### src/rtl/conv_out_collector_if.sv
// conv_out_collector_if
//   Pixel input stream and FIFO pop port of the convolution output collector.
//   pix_valid / pix_in : incoming convolved pixel, valid for one cycle, no back-pressure
//   out_valid / out_data / out_ready : show-ahead pop port
//   Handshake: a word transfers on a rising edge where out_valid && out_ready are both 1.
//   out_valid does not depend on out_ready. out_data stays stable while out_valid is 1
//   and no transfer has occurred. out_ready may be asserted while out_valid is 0; this
//   has no effect.
//   modport master : collector side (drives out_valid/out_data)
//   modport slave  : upstream/readout side (drives pix_valid/pix_in/out_ready)
interface conv_out_collector_if #(
    parameter int BITS = 9
) ();
    logic            pix_valid;
    logic [BITS-1:0] pix_in;
    logic            out_valid;
    logic [BITS-1:0] out_data;
    logic            out_ready;

    modport master (
        input  pix_valid,
        input  pix_in,
        input  out_ready,
        output out_valid,
        output out_data
    );

    modport slave (
        output pix_valid,
        output pix_in,
        output out_ready,
        input  out_valid,
        input  out_data
    );
endinterface

### src/rtl/conv_out_collector.sv
// conv_out_collector
//   Follows convolve. Tracks the output column and row. Drops window positions that wrap
//   across two image rows. Queues the valid pixels in a show-ahead FIFO for the readout
//   logic. Pulses row_done and frame_done.
// Ports
//   clk, reset_n  : clock; asynchronous active-low reset
//   frame_start   : clears the position and enters RUN (the FIFO contents are kept)
//   bus           : pixel input and FIFO pop port (conv_out_collector_if.master)
//   fifo_count    : number of occupied FIFO entries
//   overflow      : sticky; a kept pixel was dropped because the FIFO was full
//   overflow_clr  : clears overflow (a set in the same cycle takes priority)
//   row_done      : 1-cycle pulse after the last column of a row
//   frame_done    : 1-cycle pulse after the last pixel of the last valid row
//   state_dbg     : FSM state (0 IDLE, 1 RUN, 2 DONE)
module conv_out_collector #(
    parameter int BITS        = 9,
    parameter int KERNEL_SIZE = 3,
    parameter int IMG_LENGTH  = 128,
    parameter int IMG_HEIGHT  = 128,
    parameter int FIFO_DEPTH  = 16
) (
    input  logic                            clk,
    input  logic                            reset_n,
    input  logic                            frame_start,
    conv_out_collector_if.master            bus,
    output logic [$clog2(FIFO_DEPTH+1)-1:0] fifo_count,
    output logic                            overflow,
    input  logic                            overflow_clr,
    output logic                            row_done,
    output logic                            frame_done,
    output logic [1:0]                      state_dbg
);
    localparam int COL_W = (IMG_LENGTH > 1) ? $clog2(IMG_LENGTH) : 1;
    localparam int ROW_W = (IMG_HEIGHT > 1) ? $clog2(IMG_HEIGHT) : 1;
    localparam int AW    = $clog2(FIFO_DEPTH);
    localparam int CW    = $clog2(FIFO_DEPTH + 1);

    localparam logic [1:0] ST_IDLE = 2'd0;
    localparam logic [1:0] ST_RUN  = 2'd1;
    localparam logic [1:0] ST_DONE = 2'd2;

    localparam logic [COL_W-1:0] KEEP_MAX = COL_W'(IMG_LENGTH - KERNEL_SIZE);
    localparam logic [COL_W-1:0] COL_LAST = COL_W'(IMG_LENGTH - 1);
    localparam logic [ROW_W-1:0] ROW_LAST = ROW_W'(IMG_HEIGHT - KERNEL_SIZE);
    localparam logic [CW-1:0]    FULL_CNT = CW'(FIFO_DEPTH);

    logic [1:0]       state, state_nxt;
    logic [COL_W-1:0] col, col_nxt, col_eff;
    logic [ROW_W-1:0] row, row_nxt, row_eff;
    logic             take, keep, wrap, frame_end;

    logic [BITS-1:0]  mem [FIFO_DEPTH];
    logic [AW-1:0]    wr_ptr, rd_ptr;
    logic [CW-1:0]    count;
    logic             pop, push, full, ovf_set;

    // A frame_start that arrives together with pix_valid makes that pixel col 0 / row 0
    // of the new frame. For this reason the position is taken from the cleared values
    // in that cycle.
    always_comb begin
        col_eff   = frame_start ? '0 : col;
        row_eff   = frame_start ? '0 : row;
        take      = bus.pix_valid & (frame_start | (state == ST_RUN));
        keep      = take & (col_eff <= KEEP_MAX);
        wrap      = take & (col_eff == COL_LAST);
        frame_end = wrap & (row_eff == ROW_LAST);

        state_nxt = frame_start ? ST_RUN : state;
        col_nxt   = col_eff;
        row_nxt   = row_eff;
        if (take) begin
            if (wrap) begin
                col_nxt = '0;
                row_nxt = row_eff + 1'b1;
            end else begin
                col_nxt = col_eff + 1'b1;
            end
        end
        if (frame_end) state_nxt = ST_DONE;
    end

    // If the FIFO is full, a push is still accepted when the head is popped in the same
    // cycle.
    always_comb begin
        full    = (count == FULL_CNT);
        pop     = bus.out_ready & (count != '0);
        push    = keep & (~full | pop);
        ovf_set = keep & full & ~pop;
    end

    always_ff @(posedge clk or negedge reset_n) begin
        if (!reset_n) begin
            state      <= ST_IDLE;
            col        <= '0;
            row        <= '0;
            row_done   <= 1'b0;
            frame_done <= 1'b0;
            wr_ptr     <= '0;
            rd_ptr     <= '0;
            count      <= '0;
            overflow   <= 1'b0;
        end else begin
            state      <= state_nxt;
            col        <= col_nxt;
            row        <= row_nxt;
            row_done   <= wrap;
            frame_done <= frame_end;
            if (push) wr_ptr <= wr_ptr + 1'b1;
            if (pop)  rd_ptr <= rd_ptr + 1'b1;
            if (push && !pop)      count <= count + 1'b1;
            else if (pop && !push) count <= count - 1'b1;
            if (ovf_set)           overflow <= 1'b1;
            else if (overflow_clr) overflow <= 1'b0;
        end
    end

    // The storage has no reset. Entries are only visible through count, so any stale
    // contents are masked.
    always_ff @(posedge clk) begin
        if (push) mem[wr_ptr] <= bus.pix_in;
    end

    assign bus.out_valid = (count != '0);
    assign bus.out_data  = (count != '0) ? mem[rd_ptr] : '0;
    assign fifo_count    = count;
    assign state_dbg     = state;
endmodule
### src/flat_wrapper.sv
// flat-port wrapper written by rule: the top's interface ports become plain ports
module conv_out_collector_flat 
#(
    parameter int BITS        = 9,
    parameter int KERNEL_SIZE = 3,
    parameter int IMG_LENGTH  = 128,
    parameter int IMG_HEIGHT  = 128,
    parameter int FIFO_DEPTH  = 16
)
  (clk, reset_n, frame_start, fifo_count, overflow, overflow_clr, row_done, frame_done, state_dbg, bus_pix_valid, bus_pix_in, bus_out_ready, bus_out_valid, bus_out_data);
  conv_out_collector_if #(.BITS(BITS)) bus_i ();
  input  logic clk;
  input  logic reset_n;
  input  logic frame_start;
  output logic [$clog2(FIFO_DEPTH+1)-1:0] fifo_count;
  output logic overflow;
  input  logic overflow_clr;
  output logic row_done;
  output logic frame_done;
  output logic [1:0] state_dbg;
  input wire logic [$bits(bus_i.pix_valid)-1:0] bus_pix_valid;
  input wire logic [$bits(bus_i.pix_in)-1:0] bus_pix_in;
  input wire logic [$bits(bus_i.out_ready)-1:0] bus_out_ready;
  output wire logic [$bits(bus_i.out_valid)-1:0] bus_out_valid;
  output wire logic [$bits(bus_i.out_data)-1:0] bus_out_data;
  assign bus_i.pix_valid = bus_pix_valid;
  assign bus_i.pix_in = bus_pix_in;
  assign bus_i.out_ready = bus_out_ready;
  assign bus_out_valid = bus_i.out_valid;
  assign bus_out_data = bus_i.out_data;
  conv_out_collector #(.BITS(BITS), .KERNEL_SIZE(KERNEL_SIZE), .IMG_LENGTH(IMG_LENGTH), .IMG_HEIGHT(IMG_HEIGHT), .FIFO_DEPTH(FIFO_DEPTH)) u_core (.clk(clk), .reset_n(reset_n), .frame_start(frame_start), .bus(bus_i), .fifo_count(fifo_count), .overflow(overflow), .overflow_clr(overflow_clr), .row_done(row_done), .frame_done(frame_done), .state_dbg(state_dbg));
endmodule
### config.mk
export PLATFORM = sky130hd
export DESIGN_NAME = conv_out_collector_flat
export DESIGN_NICKNAME = d
export VERILOG_FILES = /design/src/rtl/conv_out_collector_if.sv /design/src/rtl/conv_out_collector.sv /design/src/flat_wrapper.sv
export SDC_FILE = /design/constraint.sdc
export NUM_CORES = 1
export LEC_CHECK = 0
export CAP_MARGIN = 40
export CORE_ASPECT_RATIO = 0.7
export CORE_UTILIZATION = 46
export DETAILED_ROUTE_END_ITERATION = 10
export PLACE_DENSITY = 0.68
export SLEW_MARGIN = 0
export SYNTH_ARGS = -nofsm -noshare
export SYNTH_HDL_FRONTEND = slang
export SYNTH_SLANG_ARGS = --single-unit
### constraint.sdc
create_clock -name clk -period 3.7 [get_ports clk]
set_input_delay 0.74 -clock clk [delete_from_list [all_inputs] [get_ports clk]]
set_output_delay 0.74 -clock clk [all_outputs]
set_load 0.01 [all_outputs]
Word level (Yosys, flattened, before mapping). Memories as Yosys holds them, arrays and structs flattened. Index checks and enable logic that the tools add are counted.

Register bits: 32. Memory bits (writable): 144. Input bits: 15. Memories kept: 1.

Memory list: u_core.mem (words 16, bits a word 9, read ports 1, clocked after memory_dff 0, wr ports 1, RTL line conv_out_collector.sv:52) `logic [BITS-1:0] mem [FIFO_DEPTH];`.

$add $sub $neg: 6. Magnitude comparators: 1. Equality and inequality tests: 4. Multiplexer cells: 15. Bitwise operators: 12. Reduce and logical (&&, ||, !) cells: 8.

Operators with widths (count): $mux W7 (6); $add A7 B1 Y7 const B (2); $eq A7 B7 Y1 const B (2); $mux W5 (2); $mux W9 (1); $add A4 B1 Y4 const B (2); $and A1 B1 Y1 (8); $le A7 B7 Y1 const B (1); $reduce_bool A2 Y1 (3); $add A5 B1 Y5 const B (1); $eq A5 B5 Y1 const B (1); $reduce_bool A5 Y1 (1); $sub A5 B1 Y5 const B (1); $mux W1 (4); $mux W2 (2); $eq A2 B1 Y1 const B (1); $logic_and A1 B1 Y1 (2); $logic_not A1 Y1 (2); $not A1 Y1 (2); $or A1 B1 Y1 (2).

Depth between registers and ports, before layout.
Word-level depth: 9. Gate-level depth with buffers: 11. Depth with buffers taken out: 10.

Worst setup path before layout. Ideal clock, no wire load.

Path kind: input to register. From: input frame_start. To: register u_core.count[4] (netlist: u_core.fifo_count[4]). Library setup time: 0.136 ns. Arrival: 2.821 ns. Required time: 3.564 ns. Path slack: 0.743 ns. Stages: 10. Buffers on the path: 1. Cell sequence: nand2b_1 > nor3_2 > nor3_2 > buf_6 > ha_1 > inv_1 > fa_1 > a21o_1 > a2111oi_0 > o31ai_1.

Cells in the longest elaborated chain, start to end: 7. Elaborated cells on any way between the ends: 11. Classes of those cells: 1 x order compare; 2 x mux; 4 x bitwise; 4 x reduce/logical.

RTL lines: start, declared (RTL line flat_wrapper.sv:14) `input logic frame_start;`; $mux W7 / $or A1 B1 Y1 (equally long branches) (RTL line conv_out_collector.sv:61, conv_out_collector.sv:63); $le A7 B7 Y1 / $and A1 B1 Y1 (equally long branches) (RTL line conv_out_collector.sv:64, conv_out_collector.sv:63); $and A1 B1 Y1 * (RTL line conv_out_collector.sv:64) `keep = take & (col_eff <= KEEP_MAX);`; $and A1 B1 Y1 * (RTL line conv_out_collector.sv:87) `push = keep & (~full | pop);`; named net u_core.push (RTL line conv_out_collector.sv:55) `logic pop, push, full, ovf_set;`; $logic_not A1 Y1 (RTL line conv_out_collector.sv:111) `else if (pop && !push) count <= count - 1'b1;`; $logic_and A1 B1 Y1 (RTL line conv_out_collector.sv:111); $reduce_bool A2 Y1 (no line); end signal, assigned (RTL line conv_out_collector.sv:110) `if (push && !pop) count <= count + 1'b1;`; end signal, assigned (RTL line conv_out_collector.sv:111); end, declared (RTL line conv_out_collector.sv:54) `logic [CW-1:0] count;`.

Mark *: on every way through the listed nets, which the timed path passes. The rest lies on a longest branch. A chain may end at the register's enable or synchronous reset.

Worst setup path in the final report.
From: register u_core.rd_ptr[1]. To: output bus_out_data[7].

Cells in the longest elaborated chain, start to end: 2.

RTL lines: start, declared (RTL line conv_out_collector.sv:53) `logic [AW-1:0] wr_ptr, rd_ptr;`; start signal, assigned (RTL line conv_out_collector.sv:109) `if (pop) rd_ptr <= rd_ptr + 1'b1;`; $mem_v2 Z16 W9; $mux W9 (RTL line conv_out_collector.sv:124) `assign bus.out_data = (count != '0) ? mem[rd_ptr] : '0;`; end, declared (RTL line flat_wrapper.sv:25) `output wire logic [$bits(bus_i.out_data)-1:0] bus_out_data;`.

No other way between the ends.

==> metrics.md <==
| Metric | Value |
|---|---|
| Core area | 0.01555 mm^2 |
| CP arrival | 2780 ps |
| Drt drc | 3 |
| Area growth from synthesis to layout | 16.59% |
| PostCTS Resize Cnt | 0 |
| Status | finished with violations |
| Total power | 6.278 mW |
| Post-Route WL | 13,360 um |
| Main flop type after synthesis | edfxtp_1 |
| WL met3 | 765 um |
| Syn Area/Cell | 18.13 um^2 |
| Clk slew on worst S/H paths | 70 ps |
| Final design utilization | 0.5493 |
| Worst-Skew Late Latency | 430 ps |
| Antenna cells | 0 |
| Max Used Layer | met4 |
| Root buffer cell | clkbuf_16 |
| TritonCTS clock tree | built |
| CP Launch Type | flop |
| Post-detail-place hpwl | 8519 um |
| Initial antenna violation count | 0 |
| Launch point of the worst path | u_core.rd_ptr[1] |
| Library cells used by synthesis | 44 |
| Post-CTS Hold Buffers | 0 |
| Yosys top cell by area | edfxtp_1 |
| Most frequent cells after synthesis | 144 x edfxtp_1, 36 x mux4_2, 32 x dfrtp_1 |
| Synth Register Bits | 176 |
| # H-tree levels | 4 |
| Detail Route Antenna Nets | 0 |
| Achievable frequency | 284.0 MHz |
| Post-synthesis cell count | 404 |
| Routed vias/inst | 5.473 |
| IO Count | 35 |
| Syn_nets | 431 |
| Die width | 152.8 um |
| Die ar. | 0.01644 mm^2 |
| Pre-Repair DR Iteration Count | 7 |
| Setup Fix Bufs, Post-CTS | 0 |
| Pleak | 2.995 nW |
| Placed Area | 0.007953 mm^2 |
| Clock sink total | 176 |
| Power per cell area | 735.2 mW/mm^2 |
| Tcrit/Tclk final | 0.9515 |
| Final Max Slew Viols | 0 |
| Synth top area cells | edfxtp_1 59%, mux4_2 11%, dfrtp_1 11% |
| Endpoints failing setup | 0 |
| Inserted Clock Buffers | 17 |
| Post-synth top area share | 0.5904 |
| Worst Setup EP | bus_out_data[7] |
| Worst hold path type | reg2reg |
| Post-synthesis sequential area ratio | 0.6997 |
| Failing checks | design-rule violations |
| Layout cells sized above 1 | 0.2177 |
| Gp weighted congestion | 0.7905 |
| Cells on worst reg2reg path | 8 |
| Core Rows | 38 |
| GR Util All Layers | 0.1765 |
| Max Fanout on Critical Path | 17 |
| Max Buffers Root-to-Sink | 2 |
| 1st-iter DRT viols | 176 |
| Via count | 3,634 |
| Worst Max-Slew Pin Slew | 641.1 ps |
| Vias in the first global route | 3,730 |
| Reg2Reg Setup Slack | 610 ps |
| Period minus WS final | 3521 ps |
| Port Buf Inserts | 34 |
| Required time of the critical path | 2960 ps |
| Clock Skew | 12.98 ps |
| Largest net degree at the start of global routing | 33 |
| Max VDD drop | 0.3954 mV |
| EDFF count, synth | 144 |
| CP Class | reg2out |
| Nets | 478 |
| Setup crit end kind | primary output |
| Post-Syn Area | 0.007325 mm^2 |
| Reg-to-Reg Start | u_core.fifo_count[3] |
| YS warnings | 0 |
| Global route total overflow | 0 |
| Max-cap check violation count | 0 |
| RSZ-0062 raised after global routing | no |
| Met2 Wirelength | 6247 um |
| Hold Fails Final Rpt | 0 |
| Post-synth ARST share | 0.1818 |
| Design area | 0.008539 mm^2 |
| Metal-1 WL | 6191 um |
| R2R Path End | u_core.fifo_count[4] |
| DR WL/cell | 20.11 um |
| Chip height | 107.6 um |
| Rel. slew slack | 0.5726 |
| Most common cell in the netlist | edfxtp_1 |
| TNS Setup | 0 ps |
| First-pass GRT wire length | 20,960 um |
| Initial core utilization | 0.4711 |
==> worst min path at each step <==
stage	from	to	slack [ps]	cells after the start
2_1_floorplan	reset_n	u_core.col[0]	440	0
3_3_place_gp	u_core.row[4]	u_core.row[4]	490	1
3_5_place_dp	u_core.row[4]	u_core.row[4]	500	1
4_1_cts	u_core.row[4]	u_core.row[4]	510	1
5_1_grt	u_core.row[4]	u_core.row[4]	540	1
6_report	u_core.row[4]	u_core.row[4]	510	1
==> layer usage <==
layer	vias up	global-route usage
met1	1841	0.2451
met4	0	0.05628
met2	91	0.2762
met3	10	0.04348
li1	1692	-
met5	-	0
==> sequential cells by signal (all words and copies together), names as in the netlist <==
register and count:
u_core.frame_done 1, u_core.fifo_count 5, u_core.row 7, u_core.mem 144
u_core.col 7, u_core.wr_ptr 4, u_core.row_done 1, u_core.rd_ptr 4
u_core.overflow 1, u_core.state_dbg 2
==> cell usage in the layout (no fill, tap or decap), types with 7 or more instances in the layout <==
master	instances
mux2_2	12
nor2_1	10
nor2b_1	8
edfxtp_1	144
xnor2_1	11
dfrtp_1	31
ha_1	11
o21ai_0	13
and3_1	13
inv_1	9
clkbuf_16	17
nand2_1	7
clkdlybuf4s50_1	34
mux4_2	36
mux2i_1	13
a21oi_1	13
buf_4	8
==> power by group <==
group          total [mW]  switching, mW  internal [mW]
registers            2.58          0.191           2.39
clock network        1.74          0.832          0.908
logic                1.96          0.913           1.05
==> metrics by stage <==
step,setup slack [ps],instances,hold slack [ps]
after floorplan,742.5,404,444.4
after global placement,196.1,632,493.2
after detailed placement,82.25,632,496.0
after CTS,130.7,664,512.3
after global routing,6.420,664,544.4
final,179.4,664,509.9
==> cells by family (layout without fill, tap and decap cells) <==
logic type,count (synthesis),count (layout),share of synthesized area
DFF,176,176,0.6997
and+or+nand+nor,75,75,0.06406
muxes,62,62,0.1490
AOI/OAI and AO/OA,35,35,0.02716
buffers and inverters,26,86,0.01606
xor gates and xnor gates,18,18,0.02255
adders and majority gates,12,12,0.02152
==> critical path: stages, from the launching register on <==
cell and delay [ps]:
dfrtp_2 550, buf_12 230, mux4_2 510, mux2_2 280, o21ai_0 160, a21oi_1 90, clkdlybuf4s50_1 530
==> layout make-up <==
class | instances | area (um^2)
multi-input cells | 202 | 2082
clock buffers | 17 | 425.4
inverters | 9 | 33.78
flip-flops and latches | 176 | 5126
fillers | 1190 | 7008
well taps | 200 | 250.2
repair buffers | 45 | 460.4
clock inverters | 15 | 161.4
No activity file was read; power rests on OpenSTA's default activity.
